<file path="config.mk">
export PLATFORM = sky130hd
export DESIGN_NAME = lfsr_period_meter_flat
export DESIGN_NICKNAME = d
export VERILOG_FILES = /design/src/rtl/lfsr_pkg.sv /design/src/rtl/lfsr_period_meter_if.sv /design/src/rtl/lfsr_period_meter.sv /design/src/flat_wrapper.sv
export SDC_FILE = /design/constraint.sdc
export NUM_CORES = 1
export LEC_CHECK = 0
export CAP_MARGIN = 20
export CORE_MARGIN = 2
export CORE_UTILIZATION = 46
export DETAILED_ROUTE_END_ITERATION = 12
export DONT_BUFFER_PORTS = 1
export PLACE_DENSITY = 0.69
export SYNTH_ARGS = -nofsm -noshare
export SYNTH_HDL_FRONTEND = slang
export SYNTH_SLANG_ARGS = --single-unit
</file>
<file path="constraint.sdc">
create_clock -name clk -period 5.1 [get_ports clk]
set_clock_uncertainty 0.05 [all_clocks]
set_input_delay 1.275 -clock clk [delete_from_list [all_inputs] [get_ports clk]]
set_output_delay 1.275 -clock clk [all_outputs]
set_load 0.01 [all_outputs]
</file>
<file path="src/rtl/lfsr_pkg.sv">
`default_nettype none
// ---------------------------------------------------------------------------
// lfsr_pkg : shared constants and FSM encoding for the LFSR period meter
// Rev 1.0
// ---------------------------------------------------------------------------
package lfsr_pkg;

   localparam int LFSR_WIDTH         = 8;
   localparam int DEFAULT_CNT_W      = 10;
   localparam int DEFAULT_MAX_PERIOD = 1023;

   typedef enum logic [1:0] {
      S_IDLE  = 2'd0,
      S_ARM   = 2'd1,
      S_COUNT = 2'd2,
      S_DONE  = 2'd3
   } state_e;

endpackage
`default_nettype wire

</file>
<file path="src/rtl/lfsr_period_meter_if.sv">
`default_nettype none
// ---------------------------------------------------------------------------
// lfsr_period_meter_if : command, sample stream and result bundle of the meter
// Rev 1.0
// ---------------------------------------------------------------------------
interface lfsr_period_meter_if #(
   parameter int WIDTH = 8,
   parameter int CNT_W = 10
);
   logic             start;
   logic             sample_valid;
   logic [WIDTH-1:0] sample;
   logic             busy;
   logic             done;
   logic [CNT_W-1:0] period;
   logic [CNT_W-1:0] ones;
   logic             stuck;
   logic             timeout;

   modport master (
      output start, sample_valid, sample,
      input  busy, done, period, ones, stuck, timeout
   );

   modport slave (
      input  start, sample_valid, sample,
      output busy, done, period, ones, stuck, timeout
   );
endinterface
`default_nettype wire

</file>
<file path="src/rtl/lfsr_period_meter.sv">
`default_nettype none
// ---------------------------------------------------------------------------
// lfsr_period_meter : measures the recurrence period and bit-0 ones count of
//                     an LFSR sample stream, flagging lockup and timeout
// Rev 1.0
// ---------------------------------------------------------------------------
module lfsr_period_meter
   import lfsr_pkg::*;
#(
   parameter int WIDTH      = LFSR_WIDTH,
   parameter int CNT_W      = DEFAULT_CNT_W,
   parameter int MAX_PERIOD = DEFAULT_MAX_PERIOD
) (
   input wire logic           clk,
   input wire logic           rst,
   lfsr_period_meter_if.slave meter
);

   localparam logic [CNT_W-1:0] MAX_CNT = CNT_W'(MAX_PERIOD);

   state_e           state_q;
   logic             busy_q;
   logic             done_q;
   logic [WIDTH-1:0] ref_q;
   logic [CNT_W-1:0] cnt_q;
   logic [CNT_W-1:0] ones_acc_q;
   logic [CNT_W-1:0] period_q;
   logic [CNT_W-1:0] ones_q;
   logic             stuck_q;
   logic             timeout_q;

   logic [CNT_W-1:0] cnt_inc;
   logic             sample_zero;
   logic             ref_match;
   logic             limit_hit;

   assign cnt_inc     = cnt_q + CNT_W'(1);
   assign sample_zero = (meter.sample == '0);
   assign ref_match   = (meter.sample == ref_q);
   assign limit_hit   = (cnt_inc == MAX_CNT);

   always_ff @(posedge clk) begin
      if (rst) begin
         state_q <= S_IDLE;
         busy_q  <= 1'b0;
         done_q  <= 1'b0;
      end else begin
         done_q <= 1'b0;
         case (state_q)
            S_IDLE, S_DONE: begin
               if (meter.start) begin
                  state_q <= S_ARM;
                  busy_q  <= 1'b1;
               end
            end
            S_ARM: begin
               if (meter.sample_valid) begin
                  if (sample_zero) begin
                     state_q <= S_DONE;
                     busy_q  <= 1'b0;
                     done_q  <= 1'b1;
                  end else begin
                     state_q <= S_COUNT;
                  end
               end
            end
            S_COUNT: begin
               if (meter.sample_valid && (ref_match || limit_hit)) begin
                  state_q <= S_DONE;
                  busy_q  <= 1'b0;
                  done_q  <= 1'b1;
               end
            end
            default: begin
               state_q <= S_IDLE;
               busy_q  <= 1'b0;
            end
         endcase
      end
   end

   // The matching sample closes the window, so it is never added to ones.
   always_ff @(posedge clk) begin
      if (rst) begin
         ref_q      <= '0;
         cnt_q      <= '0;
         ones_acc_q <= '0;
         period_q   <= '0;
         ones_q     <= '0;
         stuck_q    <= 1'b0;
         timeout_q  <= 1'b0;
      end else begin
         case (state_q)
            S_IDLE, S_DONE: begin
               if (meter.start) begin
                  stuck_q   <= 1'b0;
                  timeout_q <= 1'b0;
               end
            end
            S_ARM: begin
               if (meter.sample_valid) begin
                  ref_q      <= meter.sample;
                  cnt_q      <= '0;
                  ones_acc_q <= CNT_W'(meter.sample[0]);
                  if (sample_zero) begin
                     period_q <= CNT_W'(1);
                     ones_q   <= '0;
                     stuck_q  <= 1'b1;
                  end
               end
            end
            S_COUNT: begin
               if (meter.sample_valid) begin
                  if (ref_match) begin
                     period_q <= cnt_inc;
                     ones_q   <= ones_acc_q;
                  end else if (limit_hit) begin
                     period_q  <= '0;
                     ones_q    <= ones_acc_q;
                     timeout_q <= 1'b1;
                  end else begin
                     cnt_q      <= cnt_inc;
                     ones_acc_q <= ones_acc_q + CNT_W'(meter.sample[0]);
                  end
               end
            end
            default: begin
            end
         endcase
      end
   end

   assign meter.busy    = busy_q;
   assign meter.done    = done_q;
   assign meter.period  = period_q;
   assign meter.ones    = ones_q;
   assign meter.stuck   = stuck_q;
   assign meter.timeout = timeout_q;

endmodule
`default_nettype wire

</file>
<file path="src/flat_wrapper.sv">
// flat-port wrapper written by rule: the top's interface ports become plain ports
module lfsr_period_meter_flat import lfsr_pkg::*;
#(
   parameter int WIDTH      = LFSR_WIDTH,
   parameter int CNT_W      = DEFAULT_CNT_W,
   parameter int MAX_PERIOD = DEFAULT_MAX_PERIOD
)
  (clk, rst, meter_start, meter_sample_valid, meter_sample, meter_busy, meter_done, meter_period, meter_ones, meter_stuck, meter_timeout);
  lfsr_period_meter_if #(.WIDTH(WIDTH), .CNT_W(CNT_W)) meter_i ();
  input wire logic clk;
  input wire logic rst;
  input wire logic [$bits(meter_i.start)-1:0] meter_start;
  input wire logic [$bits(meter_i.sample_valid)-1:0] meter_sample_valid;
  input wire logic [$bits(meter_i.sample)-1:0] meter_sample;
  output wire logic [$bits(meter_i.busy)-1:0] meter_busy;
  output wire logic [$bits(meter_i.done)-1:0] meter_done;
  output wire logic [$bits(meter_i.period)-1:0] meter_period;
  output wire logic [$bits(meter_i.ones)-1:0] meter_ones;
  output wire logic [$bits(meter_i.stuck)-1:0] meter_stuck;
  output wire logic [$bits(meter_i.timeout)-1:0] meter_timeout;
  assign meter_i.start = meter_start;
  assign meter_i.sample_valid = meter_sample_valid;
  assign meter_i.sample = meter_sample;
  assign meter_busy = meter_i.busy;
  assign meter_done = meter_i.done;
  assign meter_period = meter_i.period;
  assign meter_ones = meter_i.ones;
  assign meter_stuck = meter_i.stuck;
  assign meter_timeout = meter_i.timeout;
  lfsr_period_meter #(.WIDTH(WIDTH), .CNT_W(CNT_W), .MAX_PERIOD(MAX_PERIOD)) u_core (.clk(clk), .rst(rst), .meter(meter_i));
endmodule
</file>
* After elaboration in Yosys (flattened, before gate mapping)
Index checks and enable logic that the tools add are counted.
** Word-level totals
- Bits in registers :: 54
- Bits of input ports :: 12
- Output and inout bits :: 24
- Word-level logic and storage cells :: 85
** Cells by class
- Add/subtract/negate cells :: 2
- Equal/unequal tests :: 14
- Muxes and demuxes :: 44
- Reduce and logical (&&, ||, !) cells :: 15
** Operators by type and width (number)
- $mux W10 :: 18
- $pmux W10 S2 :: 4
- $reduce_and A5 Y1 :: 3
- $mux W1 :: 14
- $add A10 B1 Y10 :: 1
- $add A10 B1 Y10 const B :: 1
- $eq A10 B10 Y1 const B :: 1
- $ne A2 B2 Y1 const B :: 5
- $eq A8 B8 Y1 :: 1
- $logic_not A8 Y1 :: 1
- $reduce_and A4 Y1 :: 2
- $mux W2 :: 3
- $ne A2 B1 Y1 const B :: 3
- $pmux W1 S2 :: 3
- $pmux W2 S3 :: 1
- $reduce_bool A2 Y1 :: 3
- $eq A2 B2 Y1 const B :: 2
- $ne A3 B1 Y1 const B :: 1
- $pmux W1 S3 :: 1
- $reduce_and A3 Y1 :: 1
- $eq A2 B1 Y1 const B :: 1
- $logic_not A2 Y1 :: 1
- $reduce_and A2 Y1 :: 1
- $reduce_or A2 Y1 :: 1
- other kinds (2) :: 2

* Logic depth before layout (Yosys ltp)
- Depth after elaboration :: 6
- Mapped depth :: 10

* Worst setup path before layout
OpenSTA, ideal clock, no wires.
- Path kind :: input to register
- Start point :: in meter_sample[2]
- End point :: reg u_core.ones_q[8] (netlist: u_core.meter.ones[8])
- Library setup time :: 117 ps
- Data arrival time :: 2761 ps
- Required time :: 4933 ps
- Slack :: 2173 ps
- Stages :: 6
- Buffers on the path :: 1
- Cell sequence :: or4_1 nor2_1 o21a_1 o22ai_2 buf_6 a22o_1
** Between the ends
- Longest elaborated chain between the ends :: 4
- Elaborated cells on any way between the ends :: 8
** RTL lines
- from (decl) :: line flat_wrapper.sv:14 : input wire logic [$bits(meter_i.sample)-1:0] meter_sample;
- $eq A8 B8 Y1 :: line lfsr_period_meter.sv:39 : assign ref_match = (meter.sample == ref_q);
- $mux W10 :: line lfsr_period_meter.sv:114 : if (ref_match) begin
- $mux W10 :: line lfsr_period_meter.sv:113 : if (meter.sample_valid) begin
- $pmux W10 S2 :: line lfsr_period_meter.sv:93 : case (state_q)
- to (signal assigned) :: line lfsr_period_meter.sv:116 : ones_q <= ones_acc_q;
- to (signal assigned) :: line lfsr_period_meter.sv:119 : ones_q <= ones_acc_q;
- to (decl) :: line lfsr_period_meter.sv:28 : logic [CNT_W-1:0] ones_q;
Parallel ways exist; a longest one is shown, timed or not. The select of a mux whose other input is x is not followed.
A chain may end at the register's enable or synchronous reset.

* Final worst setup path
- Start point :: reg u_core.cnt_q[0]
- End point :: reg u_core.ones_q[0] (netlist: u_core.meter.ones[0])
** Between the ends
- Longest elaborated chain between the ends :: 4
** RTL lines
- from (decl) :: line lfsr_period_meter.sv:25 : logic [CNT_W-1:0] cnt_q;
- from (signal assigned) :: line lfsr_period_meter.sv:122 : cnt_q <= cnt_inc;
- $add A10 B1 Y10 :: line lfsr_period_meter.sv:37 : assign cnt_inc = cnt_q + CNT_W'(1);
- $eq A10 B10 Y1 :: line lfsr_period_meter.sv:40 : assign limit_hit = (cnt_inc == MAX_CNT);
- $ne A3 B1 Y1 (no line)
- $reduce_and A5 Y1 (no line)
Every way passes these cells.

==> results.md <==
- The run finished with clean final reports.
- Static timing analysis puts the maximum clock frequency at approximately 290 MHz.
- The synthesized netlist net count is 347.
- The number of clock buffers added by TritonCTS is 5.
- The number of cell rows is 29.
- The initial antenna violation count is 0.
- After clock tree synthesis, the repair step resized 0 gates.
- The number of global-route vias before repair is 2,319.
- Of all nets on the critical path, the largest fanout is 20.
- The clock latency at the later pin of the worst-skew pair is 0.31 ns.
- The static leakage is ~0.94 nW.
- The tool flagged a number of max-cap violations equal to 0.
- After routing, the total negative slack on setup checks comes to 0 ns.
- The number of routed nets with antenna violations is 0.
- The filler cell count in the final layout is around 610.
- The worst path uses a little under 70% of the clock period.
- The number of synthesized register bits is 54.
- The relative area change from synthesis to final layout is 2.965%.
- The first detailed-routing pass ran for 4 iterations.
- The die is 84.14 um wide.
- The worst max-slew margin expressed relative to the limit is 41.99%.
- In this run the worst hold path is classified as flip-flop to flip-flop.
- The worst setup path is captured at a flip-flop.
- The post-synthesis area per instance is 8.979 um2.
- The final HPWL from detailed placement is 4703 um.
- The critical setup path kind is flip-flop to flip-flop.
- The vertical die dimension is 84.14 um.
- Cells with a size suffix above 1 make up between 8 and 9% of the layout.
- The maximum clock insertion buffer count is 2.
- After routing the design area is 3042 um2.
- The launching element of the worst setup path is u_core.cnt_q[0].
- In the synthesized netlist the async set-or-reset flop fraction comes to 0%.
- For this run, the number of Yosys warnings is 0.
- The total standard cell area after synthesis is 2954 um2.
- The wire length per cell is 17.43 um.
- The TritonCTS clock tree is built.
- Once the floorplan was initialized, standard cells occupied 47.06% of the core.
- The wire length after detailed routing is roughly 6800 um.
- The count of hold-fix buffers inserted at cts is 0.
- The root cell of the clock tree is sky130_fd_sc_hd__clkbuf_8.
- The detailed router placed 2,447 vias in this run.
- Data on the critical path arrives at its endpoint at 3.63 ns.
- Counting flops with a built-in enable in the synthesized netlist gives 0.
- The number of setup buffers added after CTS is 0.
- Setup repair after global routing left no endpoint under its margin.
- The final hold violation count is 0.
- The most common flop cell mapped by yosys is sky130_fd_sc_hd__dfxtp_1.
- The pin slew with the least headroom to its limit is 0.8702 ns.
- The total clock sinks is 54.
- The minimum period implied by the final worst setup slack is 3.473 ns.
- Once placement finished, the instance area stood at ~2900 um2.
- The first-pass GRT wire length is between 10,000 and 15,000 um.
- The worst IR drop on VDD is approximately 0.30 mV.
- Pin placement for this block handled 36 I/O pins.
- In the post-synthesis netlist, the biggest area contributors are sky130_fd_sc_hd__dfxtp_1, sky130_fd_sc_hd__nand2_1, sky130_fd_sc_hd__nand3_1.
- Global routing used 19.62% of the available tracks across all layers.
- The number of instances in the synthesized netlist is 329.
- The sequential share of the synthesized area is between 30% and 40%.
- In this run the most critical hold path is launched from u_core.ref_q[0].
- The worst setup path is launched from a flip-flop.
- The die outline area is 7079 um2.
- The number of antenna diodes in the final layout is 0.
- The worst register-to-register path begins at u_core.cnt_q[0].
- The top cell type by area accounts for 36.59% of the synthesized area.
- The total count of max-transition violations in the final report is 0.
- Entering global routing, the biggest net connects 35 pins.
- The number of buffers added on ports is 0.
- The number of endpoints failing setup at the final stage is 0.
- The DRC violation total after the first TritonRoute iteration is 212.
- The area of the placeable core is 6277 um2.
- The total overflow left after global routing is 0.
- The distinct cell type count after synthesis is 65.
- The largest total area in the synthesized netlist belongs to sky130_fd_sc_hd__dfxtp_1.
- The number of nets at the end of the flow is 333.
- The last weighted congestion value of the routability-driven placer is 0.8579.
- The post-route DRC violation count is 0.
- The number of levels the H-tree was split into is 2.
- The worst endpoint required time is approximately 5.3 ns.
- The total power divided by cell area is 387.6 nW/um2.
- The clock-pin slew on the worst setup and hold paths is 0.10 ns.
- The via density per instance is 6.226.
-- cells by family after synthesis --
group,after synthesis,share of synthesized area [%]
AOI/OAI and AO/OA,97,27.15
muxes,8,2.753
buffers and inverters,34,5.802
DFF,54,36.59
xor gates and xnor gates,13,3.854
adders and majority gates,6,2.541
and+or+nand+nor,117,21.30
-- power breakdown --
| group | internal [mW] | leakage (nW) | switching (mW) |
|---|---|---|---|
| Sequential | 0.449 | 0.436 | 0.0273 |
| Clock | 0.147 | 0.0514 | 0.146 |
| Combinational | 0.120 | 0.453 | 0.290 |
-- sequential cells by signal (all words and copies together) (netlist names) --
name / cells
u_core.meter.timeout: 1
u_core.ones_acc_q: 10
u_core.meter.stuck: 1
u_core.meter.done: 1
u_core.meter.ones: 10
u_core.cnt_q: 10
u_core.meter.period: 10
u_core.state_q: 2
u_core.ref_q: 8
u_core.meter.busy: 1
-- synth_stat cells (7+ instances only) --
cell type	instances
sky130_fd_sc_hd__o211ai_1	8
sky130_fd_sc_hd__nand2_1	34
sky130_fd_sc_hd__nor2_1	16
sky130_fd_sc_hd__a22o_1	9
sky130_fd_sc_hd__o2bb2ai_1	8
sky130_fd_sc_hd__dfxtp_1	54
sky130_fd_sc_hd__mux2i_1	7
sky130_fd_sc_hd__inv_1	11
sky130_fd_sc_hd__a21oi_1	17
sky130_fd_sc_hd__clkbuf_1	11
sky130_fd_sc_hd__nand4_1	7
sky130_fd_sc_hd__xnor2_1	11
sky130_fd_sc_hd__buf_4	7
sky130_fd_sc_hd__nand3_1	21
-- cell type report --
type                       instances  area, um2  share of cell area [%]
timing repair buffer               1      7.507                  0.2468
tap                               77      96.34                   3.167
clock inverter                     2      37.54                   1.234
sequential                        54       1081                   35.54
clock buffer                       6      72.57                   2.386
multi-input combinational        241       1702                   55.94
inverter                          12      45.04                   1.481
-- layout by cell type, fill, tap and decap left out, types with 6 or more instances in the layout --
| master | count |
|---|---|
| sky130_fd_sc_hd__dfxtp_1 | 54 |
| sky130_fd_sc_hd__nand4_1 | 7 |
| sky130_fd_sc_hd__nand3_1 | 21 |
| sky130_fd_sc_hd__xnor2_1 | 11 |
| sky130_fd_sc_hd__nand2_1 | 34 |
| sky130_fd_sc_hd__ha_1 | 6 |
| sky130_fd_sc_hd__a31oi_1 | 6 |
| sky130_fd_sc_hd__or3_1 | 6 |
| sky130_fd_sc_hd__inv_1 | 11 |
| sky130_fd_sc_hd__o211ai_1 | 8 |
| sky130_fd_sc_hd__o2bb2ai_1 | 8 |
| sky130_fd_sc_hd__nor2_1 | 16 |
| sky130_fd_sc_hd__mux2i_1 | 7 |
| sky130_fd_sc_hd__a22o_1 | 9 |
| sky130_fd_sc_hd__a21oi_1 | 17 |
-- worst paths after layout --
| path | endpoint | slack (ns) | cells past startpoint |
|---|---|---|---|
| worst max-delay path | u_core.meter.ones[0] | 1.63 | 7 |
| worst min-delay path | u_core.ref_q[0] | 0.42 | 2 |
| worst max register to register | u_core.meter.ones[0] | 1.63 | 7 |
| worst min register to register | u_core.ref_q[0] | 0.42 | 2 |
-- through the flow --
| step | utilization, % | power, mW | setup slack, ns | hold WS, ns | std cells |
|---|---|---|---|---|---|
| global placement | 46.70 | 0.8914 | 1.764 | 0.3990 | 385 |
| finish | 48.46 | 1.179 | 1.627 | 0.4172 | 393 |
| CTS | 48.46 | 1.184 | 1.624 | 0.4186 | 393 |
| detailed placement | 46.70 | 0.8939 | 1.655 | 0.4037 | 385 |
| global route | 48.46 | 1.247 | 1.324 | 0.4337 | 393 |
| floorplan | - | 0.8023 | 2.173 | 0.3937 | 329 |
-- critical path: stages, from the launching register on --
cell and delay, ns:
sky130_fd_sc_hd__dfxtp_1 0.60, sky130_fd_sc_hd__ha_1 0.45, sky130_fd_sc_hd__nand3_4 0.14, sky130_fd_sc_hd__nor3_1 0.30, sky130_fd_sc_hd__o22ai_2 0.20, sky130_fd_sc_hd__o31ai_4 0.77, sky130_fd_sc_hd__o22ai_2 0.49, sky130_fd_sc_hd__a22o_1 0.35
-- layer usage --
layer | wire length [um] | GRT usage, % | vias up
li1 | - | - | 1211
met1 | 3089 | 26.70 | 1129
met2 | 3075 | 30.09 | 91
met3 | 528 | 5.310 | 16
met4 | 156 | 6.891 | 0
met5 | 0 | 0 | -
Power figures use the tool's default switching activity.
